File: src/rtl/mpshare_pkg.sv
// mpshare shared constants, return-tag type and small index helpers.
// Build option: MPSHARE_ROUNDROBIN_EN selects rotating priority (else fixed).
package mpshare_pkg;

   localparam int NCH_DEF        = 4;
   localparam int W_DEF          = 24;
   localparam int MP_LATENCY_DEF = 6;

   // Tag id is sized for the largest supported channel count.
   localparam int NCH_MAX = 8;
   localparam int ID_W    = $clog2(NCH_MAX);

   typedef struct packed {
      logic            v;
      logic [ID_W-1:0] id;
   } tag_t;

   localparam tag_t TAG_IDLE = '{v: 1'b0, id: '0};

   function automatic logic id_hit(
      input logic [ID_W-1:0] id,
      input int              k
   );
      return id == ID_W'(k);
   endfunction

   // Next pointer after a grant to id, wrapping at n channels.
   function automatic logic [ID_W-1:0] id_next(
      input logic [ID_W-1:0] id,
      input int              n
   );
      return (id == ID_W'(n - 1)) ? '0 : id + 1'b1;
   endfunction

endpackage

File: src/rtl/mpshare_rr.sv
// mpshare_rr: combinational picker, req -> one-hot grant and its index.
// MPSHARE_ROUNDROBIN_EN: search starts at ptr; otherwise lowest index wins.
module mpshare_rr
   import mpshare_pkg::*;
#(
   parameter int NCH = NCH_DEF
) (
   input  logic [NCH-1:0]  req,
`ifdef MPSHARE_ROUNDROBIN_EN
   input  logic [ID_W-1:0] ptr,
`endif
   output logic [NCH-1:0]  gnt,
   output logic [ID_W-1:0] idx,
   output logic            hit
);

   always_comb begin
      gnt = '0;
      idx = '0;
      hit = 1'b0;
`ifdef MPSHARE_ROUNDROBIN_EN
      // First pass covers ptr..NCH-1, the second wraps to 0..ptr-1.
      for (int k = 0; k < NCH; k++) begin
         if (!hit && req[k] && (ID_W'(k) >= ptr)) begin
            hit    = 1'b1;
            gnt[k] = 1'b1;
            idx    = ID_W'(k);
         end
      end
`endif
      for (int k = 0; k < NCH; k++) begin
         if (!hit && req[k]) begin
            hit    = 1'b1;
            gnt[k] = 1'b1;
            idx    = ID_W'(k);
         end
      end
   end

endmodule

File: src/rtl/mpshare.sv
// mpshare: shares one pipelined Q1.23 multiplier (mpemu) among NCH channels.
// Build option: MPSHARE_ROUNDROBIN_EN (rotating priority; default fixed).
// Ports:
//   clk, rst                synchronous active-high reset
//   req_i[NCH]              level requests, held until acked
//   mpcand_i/mplier_i       channel k operands at [k*W +: W]
//   ack_o[NCH]              combinational one-hot grant
//   mpcand_o/mplier_o       registered operands to mpemu
//   mprod_i                 product from mpemu
//   mprod_o, valid_o[NCH]   registered product and one-hot owner strobe
module mpshare
   import mpshare_pkg::*;
#(
   parameter int NCH        = NCH_DEF,
   parameter int W          = W_DEF,
   parameter int MP_LATENCY = MP_LATENCY_DEF
) (
   input  logic             clk,
   input  logic             rst,
   input  logic [NCH-1:0]   req_i,
   input  logic [NCH*W-1:0] mpcand_i,
   input  logic [NCH*W-1:0] mplier_i,
   output logic [NCH-1:0]   ack_o,
   output logic [W-1:0]     mpcand_o,
   output logic [W-1:0]     mplier_o,
   input  logic [W-1:0]     mprod_i,
   output logic [W-1:0]     mprod_o,
   output logic [NCH-1:0]   valid_o
);

   logic [NCH-1:0]  gnt;
   logic [ID_W-1:0] gidx;
   logic            ghit;
   logic            issue;
   logic [W-1:0]    cand_sel;
   logic [W-1:0]    plier_sel;
   logic [NCH-1:0]  ret_oh;

   // tag_q[0] travels with mpcand_o/mplier_o; tag_q[MP_LATENCY]
   // then lines up with the matching product on mprod_i.
   tag_t tag_q [0:MP_LATENCY];

`ifdef MPSHARE_ROUNDROBIN_EN
   logic [ID_W-1:0] ptr;
`endif

   mpshare_rr #(
      .NCH (NCH)
   ) u_rr (
      .req (req_i),
`ifdef MPSHARE_ROUNDROBIN_EN
      .ptr (ptr),
`endif
      .gnt (gnt),
      .idx (gidx),
      .hit (ghit)
   );

   assign issue = ghit & ~rst;
   assign ack_o = gnt & {NCH{~rst}};

   always_comb begin
      cand_sel  = '0;
      plier_sel = '0;
      for (int k = 0; k < NCH; k++) begin
         if (gnt[k]) begin
            cand_sel  = mpcand_i[k*W +: W];
            plier_sel = mplier_i[k*W +: W];
         end
      end
   end

   always_comb begin
      ret_oh = '0;
      for (int k = 0; k < NCH; k++) begin
         ret_oh[k] = tag_q[MP_LATENCY].v &
                     id_hit(tag_q[MP_LATENCY].id, k);
      end
   end

   always_ff @(posedge clk) begin
      if (rst) begin
         mpcand_o <= '0;
         mplier_o <= '0;
         mprod_o  <= '0;
         valid_o  <= '0;
         for (int i = 0; i <= MP_LATENCY; i++) begin
            tag_q[i] <= TAG_IDLE;
         end
      end else begin
         if (issue) begin
            mpcand_o <= cand_sel;
            mplier_o <= plier_sel;
         end
         tag_q[0] <= '{v: issue, id: gidx};
         for (int i = 1; i <= MP_LATENCY; i++) begin
            tag_q[i] <= tag_q[i-1];
         end
         if (tag_q[MP_LATENCY].v) begin
            mprod_o <= mprod_i;
         end
         valid_o <= ret_oh;
      end
   end

`ifdef MPSHARE_ROUNDROBIN_EN
   always_ff @(posedge clk) begin
      if (rst) begin
         ptr <= '0;
      end else if (issue) begin
         ptr <= id_next(gidx, NCH);
      end
   end
`endif

endmodule

File: config.mk
export PLATFORM = sky130hd
export DESIGN_NAME = mpshare
export DESIGN_NICKNAME = d
export VERILOG_FILES = /design/src/rtl/mpshare_pkg.sv /design/src/rtl/mpshare_rr.sv /design/src/rtl/mpshare.sv
export SDC_FILE = /design/constraint.sdc
export NUM_CORES = 1
export LEC_CHECK = 0
export CORE_AREA = 4 4 135 169
export DETAILED_ROUTE_END_ITERATION = 8
export DIE_AREA = 0 0 139 173
export PLACE_DENSITY = 0.63
export REMOVE_ABC_BUFFERS = 1
export SYNTH_ARGS = -nofsm -noshare
export SYNTH_HDL_FRONTEND = slang
export SYNTH_SLANG_ARGS = --single-unit
File: constraint.sdc
create_clock -name clk -period 1.6 [get_ports clk]
set_input_delay 0.16 -clock clk [delete_from_list [all_inputs] [get_ports clk]]
set_output_delay 0.16 -clock clk [all_outputs]
set_load 0.02 [all_outputs]
==> results of run 1 <==
-- cell usage after synthesis, types with 7 or more instances --
| library cell | instances | area, um2 |
|---|---|---|
| and2_1 | 47 | 294.0 |
| clkbuf_1 | 30 | 112.6 |
| a2111oi_2 | 7 | 105.1 |
| nand2b_1 | 46 | 287.8 |
| mux2i_1 | 24 | 240.2 |
| nor2b_1 | 21 | 131.4 |
| mux2_2 | 46 | 518.0 |
| a211oi_1 | 45 | 337.8 |
| nor2_1 | 73 | 274.0 |
| buf_2 | 31 | 155.2 |
| dfxtp_1 | 97 | 1942 |
| a2111oi_1 | 27 | 270.3 |
| nand2_1 | 45 | 168.9 |
| a2111oi_0 | 14 | 122.6 |
| a221oi_1 | 46 | 402.9 |
| buf_4 | 9 | 67.56 |
-- worst max-delay path by stage --
stage	startpoint	cells after the start	endpoint	slack, ps
final	mplier_o[5]	1	mplier_o[5]	60
after global routing	mplier_o[5]	1	mplier_o[5]	10
after CTS	mplier_o[5]	1	mplier_o[5]	4
after detailed placement	req_i[1]	4	ack_o[3]	-200
after global placement	req_i[1]	4	ack_o[3]	-140
after floorplan	req_i[1]	3	mpcand_o[12]	-2030
-- timing repair --
action / 4_1_cts / 5_1_grt
endpoints found under the setup margin: 3 / 0
hold buffers: 0 / 0
resized for setup: 3 / 0
endpoints found under the hold margin: 0 / 0
-- cell usage in the layout, fill, tap and decap left out, types with 2 or more instances in the layout --
master | Yosys | final
a2111oi_0 | 14 | 14
a2111oi_1 | 27 | 27
a2111oi_2 | 7 | 7
a211oi_1 | 45 | 45
a21oi_1 | 2 | 2
a221oi_1 | 46 | 46
and2_1 | 47 | 47
buf_12 | 0 | 11
buf_2 | 31 | 3
buf_4 | 9 | 22
clkbuf_16 | 0 | 9
clkdlybuf4s50_1 | 0 | 293
clkinv_4 | 0 | 2
dfxtp_1 | 97 | 97
dlygate4sd2_1 | 0 | 3
inv_1 | 3 | 2
inv_8 | 0 | 2
mux2_2 | 46 | 46
mux2i_1 | 24 | 24
nand2_1 | 45 | 45
nand2b_1 | 46 | 46
nor2_1 | 73 | 73
nor2b_1 | 21 | 21
nor3b_1 | 4 | 4
nor4bb_1 | 2 | 2
o31a_1 | 2 | 2
-- per-layer routing --
layer / routed length [um] / vias up / GRT usage
li1: - / 2869 / -
met3: 1680 / 21 / 0.05062
met2: 10650 / 241 / 0.2958
met1: 9335 / 2745 / 0.2213
met5: 0 / - / 0
met4: 270 / 0 / 0.04078
-- report_power, final --
part,internal [uW],total [uW],switching [uW]
sequential,2530,2580,57.3
clock,1090,2170,1080
combinational,1010,1730,726
total,4620,6480,1860
-- cells by family after synthesis --
family | after synthesis | share of synthesized area
flops | 97 | 0.3444
compound gates | 143 | 0.2245
buf+inv | 77 | 0.06834
simple gates | 248 | 0.2283
mux | 70 | 0.1345
-- sequential cells by signal (all words and copies together), names as in the netlist --
| name | cells |
|---|---|
| mpcand_o | 24 |
| mplier_o | 24 |
| mprod_o | 24 |
| tag_q | 21 |
| valid_o | 4 |
-- cell type report --
class	count	area, um2	share of cell area
Clock buffer	9	225.2	0.02429
Multi-Input combinational cell	461	3324	0.3585
Clock inverter	7	61.31	0.006612
Sequential cell	97	1942	0.2094
Timing Repair Buffer	332	3359	0.3623
Tap cell	279	349.1	0.03765
Inverter	3	11.26	0.001214
-- per-stage QoR --
step             util  area (um2)  cells  TNS [ps]
6_report       0.4349        9273   1188         0
5_1_grt        0.4349        9273   1188         0
4_1_cts        0.4349        9273   1188         0
3_5_place_dp   0.4217        8990   1172     -5187
3_3_place_gp   0.4217        8990   1172     -3575
2_1_floorplan       -        5265    561    -91370
==> summary.txt, run 1 <==
Seq/Total Area, Yosys: 0.3444
post-place setup slack: -198.3 ps
Worst setup SP type: register
max_cap viols: 0
fin crit period: 1538 ps
min-delay src: rst
1st-pass router iterations: 4
outcome: complete, no violations
ys async rst share: 0
clk root buf: clkbuf_16
drt via density: 4.946
# IOs: 302
Die X-Extent: 139 um
drt wl/cell: 18.46 um
Synth Warn #: 0
post-CTS setup buffer count: 0
Reg2Reg Launch Point: tag_q[6][3]
Final period util: 0.9614
Buf/Inv on CP: 1
hold path depth: 2
worst-skew pair later-pin latency: 350 ps
Reg clk slew, reported paths: 80 ps
vias in the first global route: 5948
via count: 5876
hold endpoint: tag_q[2][0]
critical path arrival: 1380 ps
worst r2r path cells: 3
Avg Synthesized Cell Area: 8.881 um2
I/O Buffers: 301
FF-to-FF setup slack: 590 ps
drt initial violations: 261
die area: 24050 um2
number of hold violations in the final report: 0
hpwl dp: 16230 um
first-pass GRT wire length: 34130 um
CP Cell Sequence: clkdlybuf4s50_1
RSZ-0062 raised after global routing: false
CTS sink cnt: 97
DRC: 0
Overall Power: 6484 uW
H-tree depth: 3
fin. max-slew vios: 0
Tightest Pin Transition: 743.7 ps
TritonCTS clock tree: built
HP Class: input port to register
initial core utilization: 0.2645
Bufs on Longest Clock Path: 2
largest net degree at the start of global routing: 63
cell count after synthesis: 635
Final Net Count: 1126
CP required: 1440 ps
Worst R2R End: mprod_o[6]
Post-synth EDFFs: 0
Main synth FF type: dfxtp_1
antenna violations before repair: 0
Worst slew margin: 0.5042
Max VDD drop: 0.4187 mV
Distinct cells, synth: 32
CTS Buf Count: 9
CP Max Fanout: 2
Max Clk Rate: 650.1 MHz
PD cells: 699.2 nW/um2
layout cells sized above 1: 0.1221
final setup fails: 0
CP Class: register to output port
ANT cells: 0
cell type group with the largest total delay on the critical path: buffers and inverters
GRT Util Overall: 0.1753
Static Leak: 0.003222 uW
CP Capture Type: output port
worst setup margin: 61.75 ps
number of synthesized register bits: 97
final WL: 21930 um
Slowest-stage cell, CP: clkdlybuf4s50_1
grt ovf: 0
WHS: 79.06 ps
Fin Clk Skew: 13.33 ps
Area growth, synth to finish: 64.43%
routability cong.: 0.7929
Chip Height: 173 um
row count: 60
Filler Cell Count: 2141
CP max stage delay: 660 ps
post-route antenna net violation count: 0
Core Region: 21320 um2
Post-Syn Area: 5639 um2
Note: power is estimated with default switching activity, not from simulation.
==> inputs of run 2 (changes only) <==
--- a/config.mk
+++ b/config.mk
@@ -5,10 +5,11 @@
 export SDC_FILE = /design/constraint.sdc
 export NUM_CORES = 1
 export LEC_CHECK = 0
-export CORE_AREA = 4 4 135 169
+export ABC_AREA = 1
+export CORE_AREA = 4 4 120 150
 export DETAILED_ROUTE_END_ITERATION = 8
-export DIE_AREA = 0 0 139 173
-export PLACE_DENSITY = 0.63
+export DIE_AREA = 0 0 124 154
+export PLACE_DENSITY = 0.68
 export REMOVE_ABC_BUFFERS = 1
 export SYNTH_ARGS = -nofsm -noshare
 export SYNTH_HDL_FRONTEND = slang
==> run 2 against run 1 <==
Worst hold slack improved by 110 ps; sequential power is essentially flat; count of clock-buffer cells in the layout did not move; largest power group unchanged; die area shrank 21%; non-clock buffer count down 12; highest routed layer is now met5; sequential share of layout area rose by 3.5 points; register-to-register slack lost 170 ps; global-route usage rose by 0.72 points; largest cell class unchanged; via count shrank 11%.
==> summary.txt, run 2 <==
Area growth, synth to finish: 80.03% (was 64.43%)
die area: 19100 um2 (was 24050 um2)
most frequent cells in the layout: clkdlybuf4s50_1 (295), a21oi_1 (142), nand2_1 (100) (was clkdlybuf4s50_1 (293), dfxtp_1 (97), nor2_1 (73))
Tightest Pin Transition: 721.0 ps (was 743.7 ps)
Distinct cells, synth: 21 (was 32)
cell type group with the largest total delay on the critical path: buffers and inverters (unchanged)
Main synth FF type: dfxtp_1 (unchanged)
post-synthesis mux area share: 0 (was 0.1345)
post-place setup slack: -189.2 ps (was -198.3 ps)
drt wl/cell: 15.89 um (was 18.46 um)
CTS Buf Count: 9 (unchanged)
I/O Buffers: 301 (unchanged)
final setup fails: 0 (unchanged)
HP Class: input port to register (unchanged)
Post-synth EDFFs: 0 (unchanged)
Synth Warn #: 0 (unchanged)
max_cap viols: 0 (unchanged)
worst-skew pair later-pin latency: 340 ps (was 350 ps)
Buf/Inv on CP: 1 (unchanged)
CP required: 1440 ps (about the same)
DRC: 0 (unchanged)
row count: 53 (was 60)
critical path arrival: 1380 ps (about the same)
Slowest-stage cell, CP: clkdlybuf4s50_1 (unchanged)
drt via density: 4.654 (was 4.946)
final core utilization: 0.4765 (was 0.4349)
PD cells: 788.6 nW/um2 (was 699.2 nW/um2)
Post-Synth Simple-Gate Area: 0.2232 (was 0.2283)
largest family of logic cells by synthesized area: compound AO/OA/AOI/OAI gates (was simple AND/OR/NAND/NOR gates)
# IOs: 302 (unchanged)
Static Leak: 0.003245 uW (was 0.003222 uW)
CP Capture Type: output port (unchanged)
CP Max Fanout: 2 (unchanged)
Fin Clk Skew: 5.003 ps (was 13.33 ps)
Worst setup SP type: register (unchanged)
most numerous cell in the Yosys netlist: a21oi_1 (was dfxtp_1)
placed cells: 1112 (was 1172)
CTS Hold Bufs: 0 (unchanged)
fin. max-slew vios: 0 (unchanged)
biggest regs: mpcand_o x24, mplier_o x24, mprod_o x24 (unchanged)
ranking of synthesized cells by area: dfxtp_1 (44%), a21oi_1 (16%), nand2_1 (8.5%) (was dfxtp_1 (34%), mux2_2 (9.2%), a221oi_1 (7.1%))
GRT Util Overall: 0.1824 (was 0.1753)
clk root buf: clkbuf_16 (unchanged)
hpwl dp: 13620 um (was 16230 um)
vias in the first global route: 5160 (was 5948)
CP Cell Sequence: clkdlybuf4s50_1 (unchanged)
Worst slew margin: 0.5188 (was 0.5042)
TritonCTS clock tree: built (unchanged)
Die X-Extent: 124 um (was 139 um)
Max Clk Rate: 651.0 MHz (was 650.1 MHz)
post-route antenna net violation count: 0 (unchanged)
ys async rst share: 0 (unchanged)
Post-Synth Adder-Cell Area: 0 (unchanged)
Reg clk slew, reported paths: 80 ps (about the same)
initial core utilization: 0.2647 (was 0.2645)
number of hold violations in the final report: 0 (unchanged)
Avg Synthesized Cell Area: 7.094 um2 (was 8.881 um2)
leading cell type in the layout, fill and taps excluded: clkdlybuf4s50_1 (unchanged)
Max VDD drop: 0.4369 mV (was 0.4187 mV)
drt initial violations: 226 (was 261)
via count: 5250 (was 5876)
area share of the largest cell type after synthesis: 0.4408 (was 0.3444)
ANT cells: 0 (unchanged)
CP max stage delay: 690 ps (was 660 ps)
CP Class: register to output port (unchanged)
Final Net Count: 1125 (was 1126)
Core Region: 16640 um2 (was 21320 um2)
CTS sink cnt: 97 (unchanged)
xor/xnor cell area share of the yosys netlist: 0 (unchanged)
worst setup margin: 63.83 ps (was 61.75 ps)
Finished Layout Cells: 1128 (was 1188)
antenna violations before repair: 1 (was 0)
cell count after synthesis: 621 (was 635)
RSZ-0062 raised after global routing: false (unchanged)
fin crit period: 1536 ps (was 1538 ps)
H-tree depth: 3 (unchanged)
grt ovf: 0 (unchanged)
final WL: 17930 um (was 21930 um)
Seq/Total Area, Yosys: 0.4408 (was 0.3444)
Final period util: 0.9601 (was 0.9614)
Post-Syn Area: 4405 um2 (was 5639 um2)
outcome: complete, no violations (unchanged)
Filler Cell Count: 1664 (was 2141)
layout cells sized above 1: 0.05066 (was 0.1221)
Overall Power: 6255 uW (was 6484 uW)
largest net degree at the start of global routing: 49 (was 63)
Synth Area in Compound Gates: 0.2454 (was 0.2245)
routability cong.: 0.7962 (was 0.7929)
first-pass GRT wire length: 26900 um (was 34130 um)
Bufs on Longest Clock Path: 2 (unchanged)
Synth area leader: dfxtp_1 (unchanged)
number of synthesized register bits: 97 (unchanged)
WHS: 188.6 ps (was 79.06 ps)
1st-pass router iterations: 4 (unchanged)
Chip Height: 154 um (was 173 um)
Post-synth top cells: a21oi_1 (142), nand2_1 (100), dfxtp_1 (97) (was dfxtp_1 (97), nor2_1 (73), and2_1 (47))
[run 2: cell families after synthesis]
logic type      count (synthesis)
flops                          97
simple gates                  231
buf+inv                        78
compound gates                215
[run 2: through the flow]
step / setup TNS (ps) / area (um2)
after floorplan: 0 / 4118
after global placement: -5033 / 7626
after detailed placement: -7137 / 7626
after CTS: 0 / 7929
after global routing: 0 / 7931
final: 0 / 7931
[run 2: final timing paths]
| path | startpoint | end | slack (ps) | cells after the start |
|---|---|---|---|---|
| setup reg to reg | tag_q[6][3] | mprod_o[8] | 420 | 3 |
| setup / recovery | mpcand_o[8] | mpcand_o[8] | 60 | 1 |
| hold reg to reg | tag_q[0][3] | tag_q[1][3] | 400 | 2 |
| hold / removal | req_i[1] | tag_q[0][0] | 190 | 3 |
[run 2: power breakdown]
part	total (uW)	switching [uW]	leakage, uW	internal, uW
combinational	1460	626	0.00230	831
sequential	2580	53.9	0.000799	2530
clock	2210	1090	0.000150	1120
[run 2: worst min-delay path: cells and delay by family]
family                 cells  cell delay [ps]
AND/OR/NAND/NOR            1              110
AO/OA/AOI/OAI              1               70
buffers and inverters      1              150
[run 2: metal layers]
layer	vias to the layer above	track usage	part of all wire
met3	28	0.05813	0.10
met5	-	0	0.00061
met4	2	0.06576	0.023
met2	250	0.3235	0.49
li1	2641	-	-
met1	2329	0.2008	0.38
[run 2: repair_timing]
item / CTS / global route
resized for setup: 3 / 1
setup buffers: 0 / 0
setup endpoints to repair: 4 / 1
[run 2: layout make-up]
type	instances	area [um2]	share of cell area
clock buffers	9	225.2	0.02840
well taps	220	275.3	0.03471
clock inverters	7	81.33	0.01025
inverters	29	111.4	0.01404
multi-input cells	446	2064	0.2603
repair buffers	320	3232	0.4075
flip-flops and latches	97	1942	0.2448
